<file path="config.mk">
export PLATFORM = sky130hd
export DESIGN_NAME = im_loader
export DESIGN_NICKNAME = d
export VERILOG_FILES = /design/src/rtl/im_loader.sv
export SDC_FILE = /design/constraint.sdc
export NUM_CORES = 1
export LEC_CHECK = 0
export BUFFER_PORTS_ARGS = -buffer_cell sky130_fd_sc_hd__buf_2
export CAP_MARGIN = 20
export CORE_UTILIZATION = 52
export CTS_CLUSTER_DIAMETER = 60
export DETAILED_ROUTE_END_ITERATION = 7
export PLACE_DENSITY = 0.75
export SYNTH_ARGS = -nofsm -noshare
export SYNTH_HDL_FRONTEND = slang
export SYNTH_SLANG_ARGS = --single-unit
</file>
<file path="constraint.sdc">
create_clock -name clk -period 3 [get_ports clk]
set_clock_uncertainty 0.1 [all_clocks]
set_input_delay 0.15 -clock clk [delete_from_list [all_inputs] [get_ports clk]]
set_output_delay 0.15 -clock clk [all_outputs]
set_load 0.005 [all_outputs]
</file>
<file path="src/rtl/im_loader.sv">
// Boot-time instruction-memory loader: framed byte stream in, 32-bit im writes out.
// Keeps the CPU in reset until a length-checked, checksum-verified image is in place.
module im_loader #(
  parameter int ADDR_W    = 16,
  parameter int MAX_WORDS = 1024
) (
  input  logic              clk,
  input  logic              rst_f,
  input  logic              start,
  input  logic [7:0]        rx_data,
  input  logic              rx_valid,
  output logic              rx_ready,
  output logic              im_we,
  output logic [ADDR_W-1:0] im_addr,
  output logic [31:0]       im_wdata,
  output logic              cpu_hold,
  output logic              busy,
  output logic              done,
  output logic              err,
  output logic [15:0]       words_loaded
);

  typedef enum logic [2:0] {
    S_IDLE,
    S_LEN_HI,
    S_LEN_LO,
    S_DATA,
    S_WRITE,
    S_CSUM,
    S_DONE,
    S_ERR
  } state_t;

  localparam logic [16:0] LP_MAX = 17'(MAX_WORDS);

  state_t r_state;
  state_t w_next;

  logic [15:0]       r_len;
  logic [1:0]        r_idx;
  logic [31:0]       r_word;
  logic [7:0]        r_csum;
  logic [ADDR_W-1:0] r_addr;
  logic [15:0]       r_words;

  logic        w_xfer;
  logic        w_go;
  logic        w_last;
  logic        w_ready;
  logic [15:0] w_len;

  assign w_len  = {r_len[15:8], rx_data};
  assign w_xfer = rx_valid & w_ready;
  assign w_last = ((r_words + 16'd1) == r_len);
  assign w_go   = start & ((r_state == S_IDLE) |
                           (r_state == S_DONE) |
                           (r_state == S_ERR));

  always_ff @(posedge clk or posedge rst_f) begin
    if (rst_f) r_state <= S_IDLE;
    else       r_state <= w_next;
  end

  always_comb begin
    w_next  = r_state;
    w_ready = 1'b0;
    unique case (r_state)
      S_IDLE, S_DONE, S_ERR: begin
        if (w_go) w_next = S_LEN_HI;
      end
      S_LEN_HI: begin
        w_ready = 1'b1;
        if (w_xfer) w_next = S_LEN_LO;
      end
      S_LEN_LO: begin
        w_ready = 1'b1;
        if (w_xfer) begin
          if (w_len == 16'd0)              w_next = S_CSUM;
          else if ({1'b0, w_len} > LP_MAX) w_next = S_ERR;
          else                             w_next = S_DATA;
        end
      end
      S_DATA: begin
        w_ready = 1'b1;
        if (w_xfer && (r_idx == 2'd3)) w_next = S_WRITE;
      end
      S_WRITE: begin
        w_next = w_last ? S_CSUM : S_DATA;
      end
      S_CSUM: begin
        w_ready = 1'b1;
        if (w_xfer) w_next = (rx_data == r_csum) ? S_DONE : S_ERR;
      end
      default: w_next = S_IDLE;
    endcase
  end

  // Address stops at the last written word so it never leaves the image.
  always_ff @(posedge clk or posedge rst_f) begin
    if (rst_f) begin
      r_len   <= '0;
      r_idx   <= '0;
      r_word  <= '0;
      r_csum  <= '0;
      r_addr  <= '0;
      r_words <= '0;
    end else if (w_go) begin
      r_len   <= '0;
      r_idx   <= '0;
      r_csum  <= '0;
      r_addr  <= '0;
      r_words <= '0;
    end else begin
      unique case (r_state)
        S_LEN_HI: begin
          if (w_xfer) begin
            r_len[15:8] <= rx_data;
            r_csum      <= r_csum ^ rx_data;
          end
        end
        S_LEN_LO: begin
          if (w_xfer) begin
            r_len  <= w_len;
            r_csum <= r_csum ^ rx_data;
          end
        end
        S_DATA: begin
          if (w_xfer) begin
            r_word <= {r_word[23:0], rx_data};
            r_idx  <= r_idx + 2'd1;
            r_csum <= r_csum ^ rx_data;
          end
        end
        S_WRITE: begin
          r_words <= r_words + 16'd1;
          if (!w_last) r_addr <= r_addr + 1'b1;
        end
        default: ;
      endcase
    end
  end

  assign rx_ready     = w_ready;
  assign im_we        = (r_state == S_WRITE);
  assign im_addr      = r_addr;
  assign im_wdata     = r_word;
  assign cpu_hold     = (r_state != S_DONE);
  assign done         = (r_state == S_DONE);
  assign err          = (r_state == S_ERR);
  assign busy         = ~((r_state == S_IDLE) |
                          (r_state == S_DONE) |
                          (r_state == S_ERR));
  assign words_loaded = r_words;

endmodule

</file>
==> results.md <==
Logic synthesis:
- For this run, asynchronously set or reset flops after synthesis account for 100.0%.
- The fraction of the mapped netlist area in adder cells is 1.276%.
- The library cell occupying the most area in the post-synthesis netlist is dfrtp_1.
- Summing the areas of all xor and xnor instances in the mapped netlist gives between 6 and 7% of the synthesized area.
- The synthesized design contains 0 enable-type register cells.
- In this run, synthesis produced a sequential element count of 93.
- In this run the mean area of a mapped cell was 9.822 um^2.
- Summing the areas of all and, or, nand and nor instances in the mapped netlist gives between 10% and 20% of the synthesized area.
- The dominant cell by count in the synthesized netlist is dfrtp_1.
- The cell area after synthesis is 4901 um^2.
- The Yosys step of the flow raised 0 warnings.
- The count of different cell masters after synthesis is 58.
- By area, the combinational part of the netlist is dominated by simple AND/OR/NAND/NOR gates.
- The gate count after technology mapping is 499.
- Summing the areas of all compound-gate instances in the mapped netlist gives 14.17% of the synthesized area.
- The mux cell area share after synthesis is under 10%.
- After synthesis, the largest area contributor takes up 47.49% of total cell area.
- The most used flip-flop cell after synthesis is dfrtp_1.
- Sorting the synthesized cells by area gives the leading types as dfrtp_1 (47%), mux2_2 (6.7%), xnor2_1 (4.8%).
- Of the synthesized area, sequential elements account for 47.49%.
- When the netlist entered floorplanning its net count stood at 516.
- Counting instances in the post-synthesis netlist gives the leading cell types as dfrtp_1 (93), nand2_1 (43), o21ai_0 (37), mux2_2 (29), nor2_1 (28).

Global routing:
- The number of global-route vias before repair is 3797.
- The first-pass GRT wire length is about 18 mm.
- The all-layer global routing usage is between 20% and 30%.
- Summed over all layers, the global routing overflow is 0.
- The number of antenna violations at the first check in global routing is 0.
- The largest net degree at the start of global routing is 42.

Place:
- Input and output buffers added on the ports amount to 81.
- The number of placed instances, taps included, is between 600 and 700.
- The global placer's final weighted congestion is 0.8742.
- The estimated wirelength of the detail-placed design is 7.854 mm.

Timing:
- The worst hold margin is roughly 0.014 ns.
- Setup repair after global routing left no endpoint under its margin.
- After routing, the total negative slack on setup checks comes to 0 ns.
- The total count of max-transition violations in the final report is 0.
- Setup violations remaining at the end of the flow were counted as 0.
- The relative slew slack is 33.71%.
- The shortest clock period the worst path allows after layout is ~2.8 ns.
- The number of endpoints with negative hold slack in the final report came to 0.
- The transition time at the pin with the least slew margin is 0.9868 ns.
- The achievable frequency is 0.3558 GHz.
- The post-route fraction of the period consumed by the critical path is 93.69%.

Worst hold path:
- The path type of the worst min-delay path is input port to flip-flop.
- Along the worst hold path, the cell count comes to 3.

Route:
- The remaining antenna violation count after routing is 0.
- The average vias per placed instance is 5.898.
- The number of iterations in the first detailed-routing pass is 5.
- The first routing iteration left 243 violations.
- The number of vias after detailed routing is 4123.
- The average wire length per cell after detail routing is 16.46 um.
- Wires add up to between 10 and 15 mm.
- The residual DRC count is 0.

Finish:
- After filler insertion, the fill cell instance count of the layout stands at 794.
- After the last flow step, the layout net total stands at 600.
- The finished layout holds 699 standard cells, fillers aside.
- The number of antenna repair diodes is 0.
- The synthesis-to-finish area growth is 16.62%.
- The share of cells above drive strength 1 is 26.87%.

Pwr:
- The power density over the cells is 827.0 nW/um^2.
- The leakage power of the design is 2.623 nW.
- The design draws 4.726 mW.
- The worst supply voltage drop on vdd is between 0.4 and 0.5 mV.

Clock tree:
- The later pin in the worst-skew pair is clocked with a latency of about 0.37 ns.
- The total CTS buffers is 9.
- After clock tree synthesis, the clock-pin slew on the worst setup and hold paths is 0.10 ns.
- The clock tree synthesis step divided the H-tree into 3 levels.
- The master cell of the clock root buffer is clkbuf_8.
- The clock tree from TritonCTS is built.
- The clock tree buffer depth is 2.
- The clock net in this run drives a total of 93 sinks.

Worst setup path:
- The critical path crosses 7 cells after its start point.
- On the worst path, the slowest cell contributes a delay of around 0.54 ns.
- The path depth of the worst reg2reg path is 7.
- The critical path goes through nand4_4 > or3_4 > or4_1 > a32oi_1 > and4b_2 > or3_1 > a21oi_1.
- The kind of cell adding the most delay to the critical path is simple AND/OR/NAND/NOR gates.
- The worst setup path is captured at a flip-flop.
- The critical path data arrival time is ~3.0 ns.
- The required time of the critical path is between 3 and 4 ns.
- In this run the worst path has a maximum fanout of 15.
- The critical path start-end classification is flip-flop to flip-flop.
- The slowest stage cell on the critical path is dfrtp_1.
- The buffer and inverter count on the worst path is 0.
- STA classifies the critical path startpoint as a flip-flop.

Die:
- The area of the die is 9817 um^2.
- The floorplan has 35 rows.
- The I/O pin total is 82.
- The starting density of the core is between 50% and 60%.
- From left edge to right edge, the die measures 99.08 um.
- The core region is 9196 um^2.
- From bottom edge to top edge, the die measures 99.08 um.

Status:
- The flow ran to the end, and the final reports show no timing, DRC or antenna violations.

Job:
- Across the run, the number of max-cap violations was 0.
metrics by stage:
step	worst slack (ns)	area (um^2)	util [%]
3_3_place_gp	0.2789	5436	59.12
3_5_place_dp	0.06438	5436	59.12
4_1_cts	0.02447	5670	61.66
2_1_floorplan	0.3297	4901	-
5_1_grt	0.02658	5715	62.15
6_report	0.1894	5715	62.15
worst min-delay path, cell delays in order:
cell	delay (ns)
buf_2	0.15
nand3_1	0.07
o21ai_0	0.07
registers in the layout (all words and copies together), names as in the netlist:
signal        cells
im_wdata         32
im_addr          16
r_len            16
words_loaded     16
r_csum            8
r_state           3
r_idx             2
path summary, 6_finish.rpt:
path,from,end,slack (ns)
worst max-delay path,words_loaded[9]$_DFFE_PP0P_,im_addr[13]$_DFFE_PP0P_,0.19
worst min-delay path,rx_data[2],r_len[10]$_DFFE_PP0P_,0.01
worst max register to register,words_loaded[9]$_DFFE_PP0P_,im_addr[13]$_DFFE_PP0P_,0.19
worst min register to register,im_wdata[30]$_DFFE_PP0P_,im_wdata[30]$_DFFE_PP0P_,0.41
max in group asynchronous,rst_f,im_addr[10]$_DFFE_PP0P_,1.63
min in group asynchronous,rst_f,im_wdata[30]$_DFFE_PP0P_,0.31
layout make-up:
cell class	count	area (um^2)	area share [%]
inverter	27	102.6	1.795
tap	111	138.9	2.430
clock buffer	9	123.9	2.167
clock inverter	7	80.08	1.401
multi-input combinational	351	2380	41.64
timing repair buffer	101	563.0	9.851
sequential	93	2327	40.72
logic make-up after synthesis:
group,count (synthesis)
fa+ha+maj,5
mux,34
buf+inv,56
compound gates,106
simple gates,171
xor+xnor,34
flops,93
report_power, final:
| group | internal, mW | switching [mW] |
|---|---|---|
| Combinational | 0.866 | 1.00 |
| Clock | 0.400 | 0.482 |
| Sequential | 1.64 | 0.333 |
routing by layer:
metal / part of all wire (%) / routed length [um] / track usage (%) / up-vias
met2: 49 / 5588 / 38.25 / 133
met4: 0.89 / 102 / 6.561 / 0
met5: 0 / 0 / 0 / -
met1: 45 / 5233 / 33.30 / 2009
li1: - / - / - / 1972
met3: 5.0 / 581 / 5.106 / 9
layout by cell type, fill, tap and decap left out, types with 8 or more instances in the layout:
master | netlist | final
dfrtp_1 | 93 | 93
buf_2 | 3 | 81
nand2_1 | 43 | 43
o21ai_0 | 37 | 37
mux2_2 | 29 | 29
nor2_1 | 28 | 28
xnor2_1 | 27 | 27
inv_1 | 26 | 25
nand3_1 | 25 | 24
buf_4 | 0 | 17
a21oi_1 | 15 | 15
nor3_1 | 11 | 11
nand2b_1 | 11 | 11
o31ai_1 | 10 | 10
nand4_1 | 9 | 9
or3_1 | 9 | 9
or4_1 | 9 | 9
a22o_1 | 9 | 9
clkbuf_8 | 0 | 9
nor4_1 | 10 | 8
repair_timing:
action,CTS,global route
setup buffers,0,0
endpoints found under the setup margin,0,18
hold buffers,3,0
hold endpoints to repair,42,0
resized for setup,0,6
Note: power is estimated with default switching activity, not from simulation.
